`config.mk`:
```
export PLATFORM = sky130hd
export DESIGN_NAME = rsa_modexp
export DESIGN_NICKNAME = d
export VERILOG_FILES = /design/src/rtl/rsa_modexp.sv
export SDC_FILE = /design/constraint.sdc
export NUM_CORES = 2
export LEC_CHECK = 0
export ABC_AREA = 1
export BUFFER_PORTS_ARGS = -buffer_cell sky130_fd_sc_hd__buf_2
export CAP_MARGIN = 20
export CORE_ASPECT_RATIO = 0.5
export CORE_UTILIZATION = 25
export CTS_CLUSTER_DIAMETER = 50
export DETAILED_ROUTE_END_ITERATION = 10
export PLACE_DENSITY = 0.39
export SYNTH_ARGS = -nofsm -noshare
export SYNTH_HDL_FRONTEND = slang
export SYNTH_SLANG_ARGS = --single-unit
export TNS_END_PERCENT = 20
```
`constraint.sdc`:
```
create_clock -name clk -period 55.1 [get_ports clk]
set_clock_uncertainty 0.1 [all_clocks]
set_input_delay 5.51 -clock clk [delete_from_list [all_inputs] [get_ports clk]]
set_output_delay 5.51 -clock clk [all_outputs]
set_load 0.02 [all_outputs]
```
`src/rtl/rsa_modexp.sv`:
```
// Modular exponentiation engine: left-to-right square-and-multiply over an
// interleaved MSB-first modular multiplier that retires one multiplier bit per clock.
module rsa_modexp #(
    parameter int WIDTH = 128
) (
    input  logic             clk,
    input  logic             reset,
    input  logic             start,
    input  logic [WIDTH-1:0] base,
    input  logic [WIDTH-1:0] exponent,
    input  logic [WIDTH-1:0] modulus,
    output logic [WIDTH-1:0] result,
    output logic             busy,
    output logic             done,
    output logic             error
);

    localparam int IW = (WIDTH > 1) ? $clog2(WIDTH) : 1;
    localparam logic [IW-1:0]    IDX_MAX  = IW'(WIDTH - 1);
    localparam logic [IW-1:0]    IDX_ONE  = {{(IW-1){1'b0}}, 1'b1};
    localparam logic [IW-1:0]    IDX_ZERO = {IW{1'b0}};
    localparam logic [WIDTH-1:0] VAL_ZERO = {WIDTH{1'b0}};
    localparam logic [WIDTH-1:0] VAL_ONE  = {{(WIDTH-1){1'b0}}, 1'b1};
    localparam logic [WIDTH-1:0] VAL_TWO  = {{(WIDTH-2){1'b0}}, 2'b10};

    typedef enum logic [2:0] {
        IDLE   = 3'd0,
        SCAN   = 3'd1,
        SQUARE = 3'd2,
        MULT   = 3'd3,
        FINISH = 3'd4
    } state_t;

    state_t           state_q, state_d;
    logic [WIDTH-1:0] base_q, base_d, exp_q, exp_d, mod_q, mod_d;
    logic [WIDTH-1:0] acc_q, acc_d, r_q, r_d, result_q, result_d;
    logic [IW-1:0]    bit_q, bit_d, cnt_q, cnt_d;
    logic             illegal_q, illegal_d, busy_q, busy_d, done_q, done_d, error_q, error_d;

    logic             illegal_s, exp_bit_s, bit_zero_s, mul_last_s, mul_a_s;
    logic [WIDTH-1:0] mul_b_s, step_s;

    // r < m on entry, so 2r + b < 3m fits in WIDTH+2 bits and two subtractions restore r < m.
    function automatic logic [WIDTH-1:0] mod_step(
        input logic [WIDTH-1:0] r,
        input logic             a_bit,
        input logic [WIDTH-1:0] b,
        input logic [WIDTH-1:0] m
    );
        logic [WIDTH+1:0] t;
        logic [WIDTH+1:0] mx;
        mx = {2'b00, m};
        t  = {1'b0, r, 1'b0} + (a_bit ? {2'b00, b} : {(WIDTH+2){1'b0}});
        t  = (t >= mx) ? (t - mx) : t;
        t  = (t >= mx) ? (t - mx) : t;
        return t[WIDTH-1:0];
    endfunction

    assign illegal_s  = (modulus < VAL_TWO) || (base >= modulus);
    assign exp_bit_s  = exp_q[bit_q];
    assign bit_zero_s = (bit_q == IDX_ZERO);
    assign mul_last_s = (cnt_q == IDX_ZERO);
    assign mul_a_s    = acc_q[cnt_q];
    assign mul_b_s    = (state_q == MULT) ? base_q : acc_q;
    assign step_s     = mod_step(r_q, mul_a_s, mul_b_s, mod_q);

    // FSM state register.
    always_ff @(posedge clk or posedge reset) begin
        if (reset) begin
            state_q <= IDLE;
        end else begin
            state_q <= state_d;
        end
    end

    // Next-state decode.
    always_comb begin
        state_d = state_q;
        case (state_q)
            IDLE: begin
                if (start) state_d = illegal_s ? FINISH : SCAN;
                else       state_d = IDLE;
            end
            SCAN: begin
                if (exp_bit_s)       state_d = bit_zero_s ? FINISH : SQUARE;
                else if (bit_zero_s) state_d = FINISH;
                else                 state_d = SCAN;
            end
            SQUARE: begin
                if (!mul_last_s)     state_d = SQUARE;
                else if (exp_bit_s)  state_d = MULT;
                else if (bit_zero_s) state_d = FINISH;
                else                 state_d = SQUARE;
            end
            MULT: begin
                if (!mul_last_s)     state_d = MULT;
                else if (bit_zero_s) state_d = FINISH;
                else                 state_d = SQUARE;
            end
            FINISH:  state_d = IDLE;
            default: state_d = IDLE;
        endcase
    end

    // Datapath: operand capture, exponent scan and the bit-serial multiply.
    always_comb begin
        base_d    = base_q;
        exp_d     = exp_q;
        mod_d     = mod_q;
        acc_d     = acc_q;
        r_d       = r_q;
        bit_d     = bit_q;
        cnt_d     = cnt_q;
        illegal_d = illegal_q;
        case (state_q)
            IDLE: begin
                if (start) begin
                    base_d    = base;
                    exp_d     = exponent;
                    mod_d     = modulus;
                    acc_d     = VAL_ZERO;
                    r_d       = VAL_ZERO;
                    bit_d     = IDX_MAX;
                    cnt_d     = IDX_MAX;
                    illegal_d = illegal_s;
                end else begin
                    illegal_d = illegal_q;
                end
            end
            SCAN: begin
                if (exp_bit_s)       acc_d = base_q;
                else if (bit_zero_s) acc_d = VAL_ONE;
                else                 acc_d = acc_q;
                bit_d = bit_zero_s ? bit_q : (bit_q - IDX_ONE);
            end
            SQUARE, MULT: begin
                if (mul_last_s) begin
                    acc_d = step_s;
                    r_d   = VAL_ZERO;
                    cnt_d = IDX_MAX;
                    // A square on a set bit keeps the index so MULT sees the same bit.
                    if ((state_q == SQUARE) && exp_bit_s) bit_d = bit_q;
                    else if (bit_zero_s)                  bit_d = bit_q;
                    else                                  bit_d = bit_q - IDX_ONE;
                end else begin
                    r_d   = step_s;
                    cnt_d = cnt_q - IDX_ONE;
                end
            end
            FINISH:  acc_d = acc_q;
            default: acc_d = acc_q;
        endcase
    end

    // Registered output decode; busy spans the done cycle after leaving FINISH.
    always_comb begin
        busy_d   = (state_d != IDLE) || (state_q == FINISH);
        done_d   = (state_q == FINISH);
        error_d  = (state_q == FINISH) && illegal_q;
        if (state_q == FINISH) result_d = acc_q;
        else                   result_d = result_q;
    end

    // Datapath and output registers.
    always_ff @(posedge clk or posedge reset) begin
        if (reset) begin
            base_q    <= VAL_ZERO;
            exp_q     <= VAL_ZERO;
            mod_q     <= VAL_ZERO;
            acc_q     <= VAL_ZERO;
            r_q       <= VAL_ZERO;
            bit_q     <= IDX_ZERO;
            cnt_q     <= IDX_ZERO;
            illegal_q <= 1'b0;
            result_q  <= VAL_ZERO;
            busy_q    <= 1'b0;
            done_q    <= 1'b0;
            error_q   <= 1'b0;
        end else begin
            base_q    <= base_d;
            exp_q     <= exp_d;
            mod_q     <= mod_d;
            acc_q     <= acc_d;
            r_q       <= r_d;
            bit_q     <= bit_d;
            cnt_q     <= cnt_d;
            illegal_q <= illegal_d;
            result_q  <= result_d;
            busy_q    <= busy_d;
            done_q    <= done_d;
            error_q   <= error_d;
        end
    end

    assign result = result_q;
    assign busy   = busy_q;
    assign done   = done_q;
    assign error  = error_q;

endmodule

```
==> Word level (Yosys, flattened, before mapping) <==
Index checks and enable logic that the tools add are counted.
{ "totals": {"ff_bits": 789, "latchBits": 0, "ramBits": 0, "rom_bits": 0, "inputBits": 387, "output_inout_bits": 131, "wordCells": 78, "memories": 0} }
{ "classes": {"addsub": 5, "multipliers": 0, "div": 0, "magnitude_cmp": 6, "n_eq_ne": 8, "shift": 0, "n_mux": 31, "bitwise_logic": 0, "n_reduce_logical": 15} }
{ "op_table": {"columns": ["cell", "count"], "rows": [
  ["2-to-1 mux 128 bit", 8],
  ["one-hot mux 128 bit (3 select lines)", 1],
  ["greater-or-equal comparator 130 x 128 -> 1 bit", 2],
  ["one-hot mux 128 bit (2 select lines)", 1],
  ["adder 129 x 128 -> 130 bit", 1],
  ["2-to-1 mux 130 bit", 1],
  ["subtractor 130 x 128 -> 130 bit", 1],
  ["greater-or-equal comparator 128 bit", 1],
  ["< comparator 128 x 2 -> 1 bit, second input constant", 1],
  ["subtractor 128 bit", 1],
  ["2-to-1 mux 7 bit", 5],
  ["2-to-1 mux 3 bit", 8],
  ["one-hot mux 7 bit (3 select lines)", 1],
  ["< comparator 7 x 8 -> 1 bit, second input constant", 2],
  ["binary-select mux 1 bit (select 7 bit)", 2],
  ["zero test 7 bit", 2],
  ["one-hot mux 7 bit (2 select lines)", 1],
  ["subtractor 7 x 1 -> 7 bit, second input constant", 2],
  ["one-hot mux 3 bit (4 select lines)", 1],
  ["AND reduction 4 bit", 2],
  ["== test 3 x 2 -> 1 bit, second input constant", 2],
  ["inequality test 2 bit, second input constant", 3],
  ["nonzero test 3 bit", 2],
  ["AND reduction 2 bit", 2],
  ["other kinds (9)", 12]
]} }

==> Longest topological paths before layout <==
{ "logic_depth": {"ltp_word": 10, "depth_mapped": 76, "mapped_depth_nobuf": 69} }

==> Least setup slack after synthesis <==
No wires, ideal clock.
{ "synth_timing": {"path_type": "flip-flop to flip-flop", "from": "register cnt_q[0]", "to": "register r_q[1]", "setup_time_ns": 0.132, "t_arrival_ns": 9.033, "required_ns": 54.868, "path_slack_ns": 45.835, "path_stages_with_launch": 69, "n_path_buf": 9, "period_less_slack_ns": 9.265, "cell_sequence": "dfrtp_1 -> clkbuf_1 -> clkbuf_1 -> clkbuf_1 -> o21ai_0 -> o22ai_1 -> nor2_1 -> o22ai_1 -> o211ai_1 -> nand3_1 -> o21ai_1 -> clkbuf_1 -> buf_2 -> a211oi_1 -> ha_1 -> inv_1 -> fa_1 -> nand3b_1 -> (+33 left out) -> nand2_1 -> nand2_1 -> nand3_1 -> a21o_1 -> nand2_1 -> nand2_1 -> nand2_1 -> nand3_1 -> nand2_1 -> nand3_1 -> nand3_1 -> nand2_1 -> a21oi_2 -> buf_2 -> buf_2 -> nand3_1 -> nand3_1 -> o21ai_1"} }
{ "synth_between": {"elab_chain_cells": 10, "elab_cells_between_ends": 13, "cone_classes": "add/sub (3); order compare (2); mux (7); reduce/logical (1)"} }
{ "synth_lines": {"columns": ["item", "line_no", "rtl"], "rows": [
  ["start, declared", "37", "logic [IW-1:0] bit_q, bit_d, cnt_q, cnt_d;"],
  ["start signal, assigned", "186", "cnt_q <= cnt_d;"],
  ["binary-select mux 1 bit (select 7 bit)", "63", "assign mul_a_s = acc_q[cnt_q];"],
  ["2-to-1 mux 1 bit (not written as such)", "63", null],
  ["2-to-1 mux 128 bit", "53", "t = {1'b0, r, 1'b0} + (a_bit ? {2'b00, b} : {(WIDTH+2){1'b0}});"],
  ["adder 129 x 128 -> 130 bit", "53", null],
  ["subtractor 130 x 128 -> 130 bit / greater-or-equal comparator 130 x 128 -> 1 bit (equally long branches)", "54", "t = (t >= mx) ? (t - mx) : t;"],
  ["2-to-1 mux 130 bit", "54", null],
  ["subtractor 128 bit / greater-or-equal comparator 130 x 128 -> 1 bit (equally long branches)", "55", "t = (t >= mx) ? (t - mx) : t;"],
  ["2-to-1 mux 128 bit", "55", null],
  ["2-to-1 mux 128 bit *", "137", "if (mul_last_s) begin"],
  ["one-hot mux 128 bit (2 select lines) *", "115", "case (state_q)"],
  ["end signal, assigned", "184", "r_q <= r_d;"],
  ["end, declared", "36", "logic [WIDTH-1:0] acc_q, acc_d, r_q, r_d, result_q, result_d;"]
]} }
Mark *: on every way between the ends. The rest lies on a longest branch, timed or not. The select of a mux whose other input is x is not followed.
A chain may end at the register's enable or synchronous reset.

==> Worst setup path after layout <==
{ "layout_timing": {"from": "register cnt_q[0]", "to": "register r_q[66]"} }
Same word-level chain as after synthesis.

==> metrics.txt <==
Final Hold Viols 0; initial drt markers 11,528; clock root buffer clkbuf_16; Final period util 36.0%; Core ar. 283,000 sq um; grt total ovfl 0; sequential share of the synthesized area 27.8%; total wire length 485 mm; RSZ-0062 raised after global routing false; gpl congestion 1.07; Worst Reg-to-Reg Cells 63; # setup viols final 0; hpwl dp 419 mm; final setup margin 35,290 ps; Initial Util 25.1%; commonest cells after routing, fill and taps aside 2,720 x nand2_1, 1,510 x inv_1, 1,377 x nor2_1; Die H 379 um; Rel. slew slack 8.99%; number of nets with antenna violations after routing 0; largest net degree at the start of global routing 103; Synth-to-Final Area Change 15.2%; status completed; Mapped Nets 12,068; crit path launch type register; Rows 138; global-route wire length before repair 653 mm; vias post-DR 82,988; Worst Hold Path Cells 2; CP peak stage delay 760 ps; worst skew pair latency 810 ps; vias in the first global route 77,241; WP data arrival 20,360 ps; WL per Instance 31.4 um; Min Clock Period, post-route 19,810 ps; share of cells above drive strength 1 8.00%; Nets 12,493; Crit. End Element register; EDFF count, synth 0; setup repair bufs after CTS 0; Slew Viols, Final 0; cells after synthesis 11,165; Pre-antenna DRT Iters 6; WP depth 63; Most common cell on crit path nand2_1; Setup TNS 0 ps; vias per std cell 5.37; worst slack, placed 36,500 ps; Port Buf Inserts 517; Total Routing Usage GR 32.7%; Seq cells post-synth 789; CP delay by family, top compound AO/OA/AOI/OAI gates; CP max FO 81; Post-Syn Area 71,100 sq um; TritonCTS clock tree built; YS warnings 0; DRC Markers 0; TritonCTS Buffers 94; fin util 29.0%; cts hold-fix bufs 0; most common cell after layout, fill and taps aside nand2_1; Worst Max-Slew Pin Slew 1350 ps; Max-Cap Viols 0; clk sink count 789; type of the worst setup path register to register; maximum clock frequency 50.5 MHz; Cell variety after synth 56; Die Width 756 um; IO Count 518; CP bufs+invs 14; min-delay worst type register to register; antenna violations before repair 64; die area 287,000 sq um; Clock Pin Slew Worst Setup and Hold Paths 70 ps; CTS max path bufs 3; worst endpoint required time 55,650 ps; Main synth FF type dfrtp_1; post-CTS sizing 0; asr flop ratio synth 100%; H-tree depth 3; Syn Area/Cell 6.37 sq um; Critical-path top delay cell dfrtp_4; Fin Hold WS 365 ps
-- cell families (layout without fill, tap and decap cells) --
logic type,count (synthesis),after routing,synth area share [%]
other cells,0,8,0
fa+ha+maj,516,516,9.11
flops,789,789,27.8
xor+xnor,334,334,4.11
compound gates,2750,2750,21.3
buf+inv,1886,2389,10.1
simple gates,4890,4890,27.6
-- tightest hold or removal path: stages (launching register included) --
cell and delay [ps]:
dfrtp_1 340, nand2_1 50, nand2_1 50
-- state kept, by name, summed over array words and instances (netlist names) --
| signal | cells |
|---|---|
| base_q | 128 |
| r_q | 128 |
| mod_q | 128 |
| bit_q | 7 |
| state_q | 3 |
| acc_q | 128 |
| done | 1 |
| illegal_q | 1 |
| result | 128 |
| exp_q | 128 |
| busy | 1 |
| error | 1 |
| cnt_q | 7 |
-- worst paths after layout --
| check | startpoint | endpoint | slack (ps) |
|---|---|---|---|
| setup / recovery | cnt_q[0] | r_q[66] | 35290 |
| hold / removal | exp_q[97] | exp_q[97] | 360 |
| setup reg to reg | cnt_q[0] | r_q[66] | 35290 |
| hold reg to reg | exp_q[97] | exp_q[97] | 360 |
| max in group asynchronous | reset | bit_q[0] | 46220 |
| min in group asynchronous | reset | result[42] | 4670 |
-- metal layers --
layer	global-route usage, %	vias up	routed length, um
li1	-	37360	-
met1	52.1	41335	246000
met2	41.9	3859	175000
met3	10.3	402	56200
met4	4.72	32	7960
met5	0.135	-	177
-- final cells by class --
type,count,area [sq um]
multi-input cells,8490,44300
fillers,32396,201000
well taps,3780,4730
flip-flops and latches,789,19800
repair buffers,688,4000
clock inverters,48,694
clock buffers,126,2650
diodes,8,20.0
inverters,1527,5760
-- metrics by stage --
step / instance area (sq um) / std cells
4_1_cts: 81800 / 15437
3_3_place_gp: 78300 / 15250
2_1_floorplan: 71100 / 11165
3_5_place_dp: 78400 / 15263
6_report: 81900 / 15456
5_1_grt: 81900 / 15452
-- cell usage after synthesis, types with 10 or more instances --
cell type	n	area share (%)
clkbuf_1	283	1.5
a211oi_1	147	1.6
dfrtp_1	789	28
o21bai_1	66	0.70
nand4_1	94	0.83
a21o_1	43	0.45
buf_2	69	0.49
o22ai_1	29	0.26
xor2_1	143	1.8
xnor2_1	191	2.4
o21ai_1	129	0.91
a221oi_1	14	0.17
nand2_1	2725	14
o21ai_0	926	6.5
o21a_1	117	1.2
o221ai_1	15	0.18
or2_2	21	0.18
a31oi_1	35	0.31
nor2_1	1381	7.3
nor4_1	49	0.43
a21oi_1	1130	7.9
inv_2	10	0.053
a21boi_0	26	0.27
inv_1	1515	8.0
nand3_1	495	3.5
nor3_1	78	0.55
nand3b_1	14	0.15
ha_1	513	9.0
o211ai_1	47	0.50
Power is left out: the tool's default activity adds up to more than one toggle a clock period on the data nets, which glitch-free logic cannot reach.
